<file path="config.mk">
export PLATFORM = sky130hd
export DESIGN_NAME = fifo_uart_tx_flat
export DESIGN_NICKNAME = d
export VERILOG_FILES = /design/src/rtl/fifo_uart_pkg.sv /design/src/rtl/fifo_uart_tx_if.sv /design/src/rtl/baud_tick_gen.sv /design/src/rtl/fifo_uart_tx.sv /design/src/flat_wrapper.sv
export SDC_FILE = /design/constraint.sdc
export NUM_CORES = 1
export LEC_CHECK = 0
export ABC_AREA = 1
export CORE_UTILIZATION = 30
export DETAILED_ROUTE_END_ITERATION = 8
export GPL_TIMING_DRIVEN = 1
export PLACE_DENSITY = 0.46
export SLEW_MARGIN = 25
export SYNTH_ARGS = -nofsm -noshare
export SYNTH_HDL_FRONTEND = slang
export SYNTH_SLANG_ARGS = --single-unit
</file>
<file path="constraint.sdc">
create_clock -name CLK -period 2 [get_ports CLK]
set_input_delay 0.3 -clock CLK [delete_from_list [all_inputs] [get_ports CLK]]
set_output_delay 0.3 -clock CLK [all_outputs]
set_load 0.01 [all_outputs]
</file>
<file path="src/rtl/fifo_uart_pkg.sv">
// ---------------------------------------------------------------------------
// fifo_uart_pkg
// Shared definitions for the FIFO-drain UART transmitter:
//   - tx_state_e : FSM state encoding (IDLE=0, START=1, DATA=2, PARITY=3,
//                  STOP=4), 3 bits wide.
//   - DATA_BITS  : payload bits per frame.
//   - IDLE_LEVEL : level of the serial line when no frame is in flight.
//   - evenParity : even parity of one payload byte. It is only called when
//                  the build defines FIFO_UART_TX_PARITY_EN.
// ---------------------------------------------------------------------------
package fifo_uart_pkg;

  typedef enum logic [2:0] {
    IDLE   = 3'd0,
    START  = 3'd1,
    DATA   = 3'd2,
    PARITY = 3'd3,
    STOP   = 3'd4
  } tx_state_e;

  localparam int   DATA_BITS  = 8;
  localparam logic IDLE_LEVEL = 1'b1;

  function automatic logic evenParity(input logic [DATA_BITS-1:0] b);
    return ^b;
  endfunction

endpackage

</file>
<file path="src/rtl/fifo_uart_tx_if.sv">
// ---------------------------------------------------------------------------
// fifo_uart_tx_if
// FIFO-side bus between the 32x8 FIFO and the UART drain stage.
//   Fifo_Data       : FIFO Output byte. It is show-ahead and valid while
//                     Fifo_Empty=0.
//   Fifo_Empty      : FIFO Empty flag.
//   Fifo_Enable     : FIFO Enable, a single-cycle pop strobe.
//   Fifo_Read_Write : FIFO Read_Write. It is always 1 (read).
// Modports:
//   master : the transmitter. It drives Enable/Read_Write and consumes Data/Empty.
//   slave  : the FIFO side.
// ---------------------------------------------------------------------------
interface fifo_uart_tx_if;
  import fifo_uart_pkg::*;

  logic [DATA_BITS-1:0] Fifo_Data;
  logic                 Fifo_Empty;
  logic                 Fifo_Enable;
  logic                 Fifo_Read_Write;

  modport master (
    input  Fifo_Data,
    input  Fifo_Empty,
    output Fifo_Enable,
    output Fifo_Read_Write
  );

  modport slave (
    output Fifo_Data,
    output Fifo_Empty,
    input  Fifo_Enable,
    input  Fifo_Read_Write
  );

endinterface

</file>
<file path="src/rtl/baud_tick_gen.sv">
// ---------------------------------------------------------------------------
// baud_tick_gen
// Bit-period counter for the UART transmitter. It counts 0..CLKS_PER_BIT-1
// and wraps to 0 on each bit boundary. o_tick is high during the last cycle of
// every bit period. A synchronous clear holds the counter at 0. The FSM uses
// the clear while it is idle, so that every frame starts with a full bit
// period.
// Ports:
//   clk     : system clock (rising edge)
//   rst_n   : asynchronous active-low reset
//   i_clear : synchronous clear of the counter
//   o_tick  : one-cycle strobe on the last cycle of each bit
// Parameter:
//   CLKS_PER_BIT : clock cycles per serial bit, 2..65535
// ---------------------------------------------------------------------------
module baud_tick_gen #(
  parameter int CLKS_PER_BIT = 16
) (
  input  logic clk,
  input  logic rst_n,
  input  logic i_clear,
  output logic o_tick
);

  localparam int CW = (CLKS_PER_BIT > 1) ? $clog2(CLKS_PER_BIT) : 1;
  localparam logic [CW-1:0] LAST = CW'(CLKS_PER_BIT - 1);

  logic [CW-1:0] r_count;

  assign o_tick = (r_count == LAST);

  // The counter wraps on the tick, so a bit lasts exactly CLKS_PER_BIT cycles.
  always_ff @(posedge clk or negedge rst_n) begin
    if (!rst_n) begin
      r_count <= '0;
    end else if (i_clear || o_tick) begin
      r_count <= '0;
    end else begin
      r_count <= r_count + 1'b1;
    end
  end

endmodule

</file>
<file path="src/rtl/fifo_uart_tx.sv">
// ---------------------------------------------------------------------------
// fifo_uart_tx
// Drain stage for the 32x8 FIFO. Whenever the FIFO holds data and Tx_En is
// high, the stage pops one byte and sends it as an asynchronous UART frame:
// a start bit, 8 data bits LSB first, an optional even-parity bit, and a stop
// bit.
// Configuration macro: FIFO_UART_TX_PARITY_EN. When it is defined, the stage
// sends 8E1 frames (11 bits). When it is undefined, it sends 8N1 frames
// (10 bits).
// Ports:
//   CLK    : system clock (rising edge)
//   Reset  : asynchronous active-low reset. It aborts any frame in flight.
//   Tx_En  : permits a new frame. It is sampled only in IDLE.
//   fifo   : FIFO bus (master side), carrying Data, Empty, Enable and Read_Write
//   Tx     : serial line. It idles high.
//   Busy   : high from the pop cycle through the last stop-bit cycle
// Parameter:
//   CLKS_PER_BIT : clock cycles per serial bit, 2..65535
// ---------------------------------------------------------------------------
module fifo_uart_tx
  import fifo_uart_pkg::*;
#(
  parameter int CLKS_PER_BIT = 16
) (
  input  logic              CLK,
  input  logic              Reset,
  input  logic              Tx_En,
  fifo_uart_tx_if.master    fifo,
  output logic              Tx,
  output logic              Busy
);

  tx_state_e            r_state;
  logic [DATA_BITS-1:0] r_shift;
  logic [2:0]           r_bitIdx;
  logic                 r_tx;
`ifdef FIFO_UART_TX_PARITY_EN
  logic                 r_parity;
`endif

  logic w_pop;
  logic w_tick;
  logic w_baudClear;

  // The pop is combinational, so the FIFO registers it on the same edge that
  // latches the byte. Reset gates the pop, so no strobe can escape while
  // Reset is held.
  assign w_pop       = Reset & (r_state == IDLE) & Tx_En & ~fifo.Fifo_Empty;
  assign w_baudClear = (r_state == IDLE);

  assign fifo.Fifo_Enable     = w_pop;
  assign fifo.Fifo_Read_Write = 1'b1;
  assign Tx                   = r_tx;
  assign Busy                 = (r_state != IDLE) | w_pop;

  baud_tick_gen #(
    .CLKS_PER_BIT (CLKS_PER_BIT)
  ) u_baud (
    .clk     (CLK),
    .rst_n   (Reset),
    .i_clear (w_baudClear),
    .o_tick  (w_tick)
  );

  // The transmit FSM. r_tx is loaded with the level of the next bit on the
  // same edge as the state change, so the line is a clean registered output.
  // The byte stays in r_shift for the whole frame, so FIFO changes during
  // the frame have no effect.
  always_ff @(posedge CLK or negedge Reset) begin
    if (!Reset) begin
      r_state  <= IDLE;
      r_shift  <= '0;
      r_bitIdx <= '0;
      r_tx     <= IDLE_LEVEL;
`ifdef FIFO_UART_TX_PARITY_EN
      r_parity <= 1'b0;
`endif
    end else begin
      case (r_state)
        IDLE: begin
          r_tx <= IDLE_LEVEL;
          if (w_pop) begin
            r_shift  <= fifo.Fifo_Data;
            r_bitIdx <= '0;
            r_tx     <= 1'b0;
            r_state  <= START;
`ifdef FIFO_UART_TX_PARITY_EN
            r_parity <= evenParity(fifo.Fifo_Data);
`endif
          end
        end

        START: begin
          if (w_tick) begin
            r_tx    <= r_shift[0];
            r_state <= DATA;
          end
        end

        DATA: begin
          if (w_tick) begin
            r_shift  <= {1'b0, r_shift[DATA_BITS-1:1]};
            r_bitIdx <= r_bitIdx + 3'd1;
            if (r_bitIdx == 3'(DATA_BITS - 1)) begin
`ifdef FIFO_UART_TX_PARITY_EN
              r_tx    <= r_parity;
              r_state <= PARITY;
`else
              r_tx    <= IDLE_LEVEL;
              r_state <= STOP;
`endif
            end else begin
              r_tx <= r_shift[1];
            end
          end
        end

`ifdef FIFO_UART_TX_PARITY_EN
        PARITY: begin
          if (w_tick) begin
            r_tx    <= IDLE_LEVEL;
            r_state <= STOP;
          end
        end
`endif

        STOP: begin
          if (w_tick) begin
            r_tx    <= IDLE_LEVEL;
            r_state <= IDLE;
          end
        end

        default: begin
          r_tx    <= IDLE_LEVEL;
          r_state <= IDLE;
        end
      endcase
    end
  end

endmodule

</file>
<file path="src/flat_wrapper.sv">
// flat-port wrapper written by rule: the top's interface ports become plain ports
module fifo_uart_tx_flat import fifo_uart_pkg::*;
#(
  parameter int CLKS_PER_BIT = 16
)
  (CLK, Reset, Tx_En, Tx, Busy, fifo_Fifo_Data, fifo_Fifo_Empty, fifo_Fifo_Enable, fifo_Fifo_Read_Write);
  fifo_uart_tx_if fifo_i ();
  input  logic CLK;
  input  logic Reset;
  input  logic Tx_En;
  output logic Tx;
  output logic Busy;
  input wire logic [$bits(fifo_i.Fifo_Data)-1:0] fifo_Fifo_Data;
  input wire logic [$bits(fifo_i.Fifo_Empty)-1:0] fifo_Fifo_Empty;
  output wire logic [$bits(fifo_i.Fifo_Enable)-1:0] fifo_Fifo_Enable;
  output wire logic [$bits(fifo_i.Fifo_Read_Write)-1:0] fifo_Fifo_Read_Write;
  assign fifo_i.Fifo_Data = fifo_Fifo_Data;
  assign fifo_i.Fifo_Empty = fifo_Fifo_Empty;
  assign fifo_Fifo_Enable = fifo_i.Fifo_Enable;
  assign fifo_Fifo_Read_Write = fifo_i.Fifo_Read_Write;
  fifo_uart_tx #(.CLKS_PER_BIT(CLKS_PER_BIT)) u_core (.CLK(CLK), .Reset(Reset), .Tx_En(Tx_En), .fifo(fifo_i), .Tx(Tx), .Busy(Busy));
endmodule
</file>
[Word level (Yosys, flattened, before mapping)]
Index checks and enable logic that the tools add are counted.
Word-level totals
  bits in registers: 19
  latch bits: 0
  RAM bits: 0
  output and inout port bits: 4
  ROM bits: 0
  logic and storage cells: 48
  memories kept: 0
  input port bits: 12
Operators by class
  multipliers: 0
  div/mod/pow operators: 0
  magnitude comparators: 0
  add/sub/neg operators: 2
  equal/unequal tests: 10
  reductions and logical operators: 7
  shifts and indexed selects: 0
  bitwise logic cells: 5
  mux-type cells: 19
Operators by type and width (count)
  2-to-1 mux 3 bit: 7
  2-to-1 mux 8 bit: 2
  case mux 8 bit (2 select lines): 1
  case mux 3 bit (4 select lines): 1
  == test 3 bit, second input constant: 2
  != test 2 bit, second input constant: 3
  case mux 3 bit (2 select lines): 1
  AND reduction 3 bit: 2
  2-to-1 mux 1 bit: 5
  AND reduction 5 bit: 1
  adder 4 x 1 -> 4 bit, second input constant: 1
  == test 4 bit, second input constant: 1
  2-to-1 mux 4 bit: 1
  != test 2 x 1 -> 1 bit, second input constant: 2
  case mux 1 bit (4 select lines): 1
  adder 3 x 1 -> 3 bit, second input constant: 1
  bitwise AND 1 bit: 3
  == test 3 x 1 -> 1 bit, second input constant: 1
  == test 3 x 2 -> 1 bit, second input constant: 1
  logical NOT 3 bit: 1
  nonzero test 3 bit: 1
  nonzero test 2 bit: 1
  logical OR 1 bit: 1
  inverter 1 bit: 1
  bitwise OR 1 bit: 1

[Longest topological paths before layout]
  depth after elaboration: 6
  gate-level depth with buffers: 8
  mapped depth without buffers: 8

[Cells and area by module]
Synthesis repeated with hierarchy kept, for this count alone.
Second synthesis, totals
  cell total of the unflattened synthesis: 131
  area, all modules: 1156.1 µm²
By module, submodules not included
  fifo_uart_tx: seq. area each 376.6 µm², times used 1, cells an instance 112, area an instance 963.4 µm²
  baud_tick_gen: seq. area each 100.1 µm², times used 1, cells an instance 19, area an instance 192.7 µm²

[Worst setup path after synthesis]
OpenSTA, ideal clock, no wires.
  kind: reg-to-reg
  start: register u_core.u_baud.r_count[0]
  end: register u_core.r_shift[6]
  data required time: 1.882 ns
  clock period less this slack: 1.287 ns
  path buffers: 1
  setup time: 0.118 ns
  cell stages (with the launch flop): 9
  setup slack: 0.713 ns
  arrival: 1.169 ns
  cells stage by stage: dfrtp_1 -> ha_1 -> nand2_1 -> nor2_8 -> nand2_8 -> nand2_8 -> buf_12 -> nand2_2 -> o21ai_2
On the way
  word-level cells in the longest chain between the ends: 3
RTL lines
  start, declared: RTL line baud_tick_gen.sv:28  | logic [CW-1:0] r_count;
  start signal, assigned: RTL line baud_tick_gen.sv:39  | r_count <= r_count + 1'b1;
  == test 4 bit: RTL line baud_tick_gen.sv:30  | assign o_tick = (r_count == LAST);
  != test 2 bit (no source line)
  AND reduction 3 bit (no source line)
  end signal, assigned: RTL line fifo_uart_tx.sv:83  | r_shift <= fifo.Fifo_Data;
  end signal, assigned: RTL line fifo_uart_tx.sv:102  | r_shift <= {1'b0, r_shift[DATA_BITS-1:1]};
  end, declared: RTL line fifo_uart_tx.sv:34  | logic [DATA_BITS-1:0] r_shift;
Every way passes these cells.
A chain may end at the register's enable or synchronous reset.

[Final worst setup path]
  start: input port Reset
  end: output port fifo_Fifo_Enable
On the way
  word-level cells in the longest chain between the ends: 3
RTL lines
  start, declared: RTL line flat_wrapper.sv:9  | input logic Reset;
  bitwise AND 1 bit (3 in series): RTL line fifo_uart_tx.sv:48  | assign w_pop = Reset & (r_state == IDLE) & Tx_En & ~fifo.Fifo_Empty;
  end, declared: RTL line flat_wrapper.sv:15  | output wire logic [$bits(fifo_i.Fifo_Enable)-1:0] fifo_Fifo_Enable;
Every way passes these cells.

==> metrics.txt <==
most area-consuming cells after synthesis sky130_fd_sc_hd__dfrtp_1 (40%), sky130_fd_sc_hd__nand2_1 (9.5%), sky130_fd_sc_hd__o21ai_2 (6.9%), sky130_fd_sc_hd__nand3_1 (5.3%), sky130_fd_sc_hd__inv_1 (4.9%); FMAX between 0.5 and 0.6 GHz; switching share of total power 0.4007; top cell type by total area after synthesis sky130_fd_sc_hd__dfrtp_1; commonest register cell after synthesis sky130_fd_sc_hd__dfrtp_1; run status finished clean; HP Class primary input to async pin; fraction of synthesis flops using an asynchronous set or reset pin 1.000; area of the die between 4000 and 5000 sq um; launching instance or port of the critical path Reset; top post-synthesis cells by count sky130_fd_sc_hd__nand2_1 (29), sky130_fd_sc_hd__dfrtp_1 (18), sky130_fd_sc_hd__inv_1 (15); Worst Clk Skew 0.003461 ns; Root Buffer sky130_fd_sc_hd__clkbuf_8; average vias per placed instance 4.406; horizontal die dimension between 60 and 70 um; total global-route track usage 0.1125; count of unresolved DRC violations after routing 0; number of global-route vias before repair 777; Hold Fails Final Rpt 0; TritonCTS clock tree yes; final weighted congestion in routability-driven placement 0.8134; # IOs 16; crit path max fanout 2; total leakage power a little under 0.7 nW; antenna-violating nets left 0; fraction of the core area covered by cells at the end of the flow 0.3732; P&R area growth vs syn 19.87%; worst slack, placed -0.01055 ns; sum of net half-perimeters after detailed placement 1508 um; area fraction of the dominant cell type after synthesis 0.3952; internal power of the cells 0.0009485 W; number of warning messages in the yosys log 0; number of diodes added for antenna fixing 0; Site Rows 22; number of CTS-inserted buffers 3; Netlist Area Pre-Place 1140 sq um; source-to-sink clock delay at the later pin of the worst-skew pair approximately 0.26 ns; proportion of layout cells with a drive suffix above 1 0.2222; setup repair after global routing missed its margin false; crit end category primary output; class of the most critical setup path primary input to primary output; final period demand of the worst path 1.933 ns; register area share after synthesis 0.4182; beginning of the worst register-to-register path u_core.u_baud.r_count[0]$_DFF_PN0_; distinct cell type count after synthesis 28; largest vdd supply drop 0.3288 mV; reg-to-reg slack, setup 0.61 ns; Setup Total Neg Slack 0 ns; CTS clk-pin slew, worst paths 0.08 ns; sink count of the clock tree 19; drt wl/cell 10.47 um; largest net degree at the start of global routing 21; total routed wirelength 2011 um; post-route worst setup slack 0.06746 ns; data arrival time of the critical path 1.63 ns; total non-filler cell area in the finished layout roughly 1400 sq um; startpoint types primary input; most frequently used cell type in the post-synthesis netlist sky130_fd_sc_hd__nand2_1; number of setup violations in the final report 0; total power per unit cell area 1158 nW/um^2; required time at the worst-slack endpoint 1.70 ns; total number of H-tree levels 1; Die Span Y 63.64 um; starting density of the core 0.3113; placeable core region 3661 sq um; synthesized net count 142; number of instances in the synthesized netlist around 130; net switching power figure 0.0006342 W; number of detailed-route iterations in the first pass 4; number of antenna violations at the first check in global routing 0; number of storage elements in the synthesis netlist 19; Final Slew Violations 0; Cell Area, Placed 1316 sq um; combinational cell fraction of total power 0.439; period utilization 0.9663; Longest Clk Path Bufs 2; count of input and output buffers 14; global-route wire length before repair 3498 um; vias after detailed routing 846; register share of total power 0.387; number of synthesized flops with an enable pin 0; leftover overflow at the end of global routing 0; Avg Cell Area, Syn 8.975 sq um; nets@finish 160; clock share of power 0.174; number of DRC markers in iteration 0 14; reported max-cap violation count 0
-- power groups by stage --
stage	combinational (W)	clock, W	sequential (W)
final	0.000694	0.000276	0.000612
after global routing	0.000786	0.000309	0.000632
after CTS	0.000713	0.000292	0.000612
after detailed placement	0.000709	0	0.000620
after global placement	0.000701	0	0.000619
after floorplan	0.000554	0	0.000609
-- registers in the layout, summed over array words and instances (netlist names) --
signal	cells
u_core.r_shift	8
u_core.u_baud.r_count	4
u_core.r_bitIdx	3
u_core.r_state	3
u_core.Tx	1
-- worst max-delay path, stage by stage --
cell and delay [ns]:
sky130_fd_sc_hd__clkdlybuf4s50_1 0.50, sky130_fd_sc_hd__nand3_2 0.16, sky130_fd_sc_hd__nor2_8 0.14, sky130_fd_sc_hd__clkdlybuf4s50_1 0.53
-- layer usage --
metal	vias up	routed length [um]	GRT usage
li1	435	-	-
met1	389	1046	0.1493
met2	17	855	0.1742
met3	5	71	0.02174
met4	0	38	0.05114
met5	-	0	0
-- placed cells by master (no fill, tap or decap), types with 5 or more instances in the layout --
master and n:
sky130_fd_sc_hd__nand2_1 29, sky130_fd_sc_hd__o21ai_2 9, sky130_fd_sc_hd__o21ai_0 5, sky130_fd_sc_hd__inv_1 15, sky130_fd_sc_hd__dfrtp_1 18, sky130_fd_sc_hd__nor2_1 8, sky130_fd_sc_hd__clkdlybuf4s50_1 14, sky130_fd_sc_hd__nand3_1 11
-- per-stage QoR --
step                total power [W]  hold slack, ns  instances
floorplan                  0.001163        0.004409        127
global placement           0.001319          0.4541        188
detailed placement         0.001329          0.4626        188
CTS                        0.001617          0.4497        192
global route               0.001728          0.4746        192
finish                     0.001583          0.4433        192
-- area by class of cell --
type	count	area (sq um)
Fill cell	390	2295
Clock buffer	4	45.04
Multi-Input combinational cell	87	551.8
Timing Repair Buffer	16	155.1
Sequential cell	19	476.7
Tap cell	48	60.06
Inverter	18	77.57
-- what timing repair did --
action                                  CTS  global route
resized for setup                         1             0
pin swaps                                 0             1
endpoints found under the setup margin    2             1
setup buffers                             0             0
hold buffers                              0             0
-- cells by family after synthesis --
| group | Yosys count | synth area share |
|---|---|---|
| AOI/OAI and AO/OA | 18 | 0.1120 |
| xor gates and xnor gates | 1 | 0.007685 |
| adders and majority gates | 3 | 0.03293 |
| buffers and inverters | 21 | 0.1021 |
| DFF | 19 | 0.4182 |
| other | 1 | 0.003290 |
| and+or+nand+nor | 64 | 0.3238 |
-- worst paths after layout --
kind	cells past startpoint	end
worst max-delay path	4	fifo_Fifo_Enable
worst min-delay path	2	u_core.u_baud.r_count[3]$_DFF_PN0_
worst max register to register	8	u_core.r_state[1]$_DFFE_PN0P_
worst min register to register	1	u_core.u_baud.r_count[0]$_DFF_PN0_
max in group asynchronous	2	u_core.Tx$_DFFE_PN1P_
min in group CLK	1	u_core.u_baud.r_count[0]$_DFF_PN0_
Note: power is estimated with default switching activity, not from simulation.
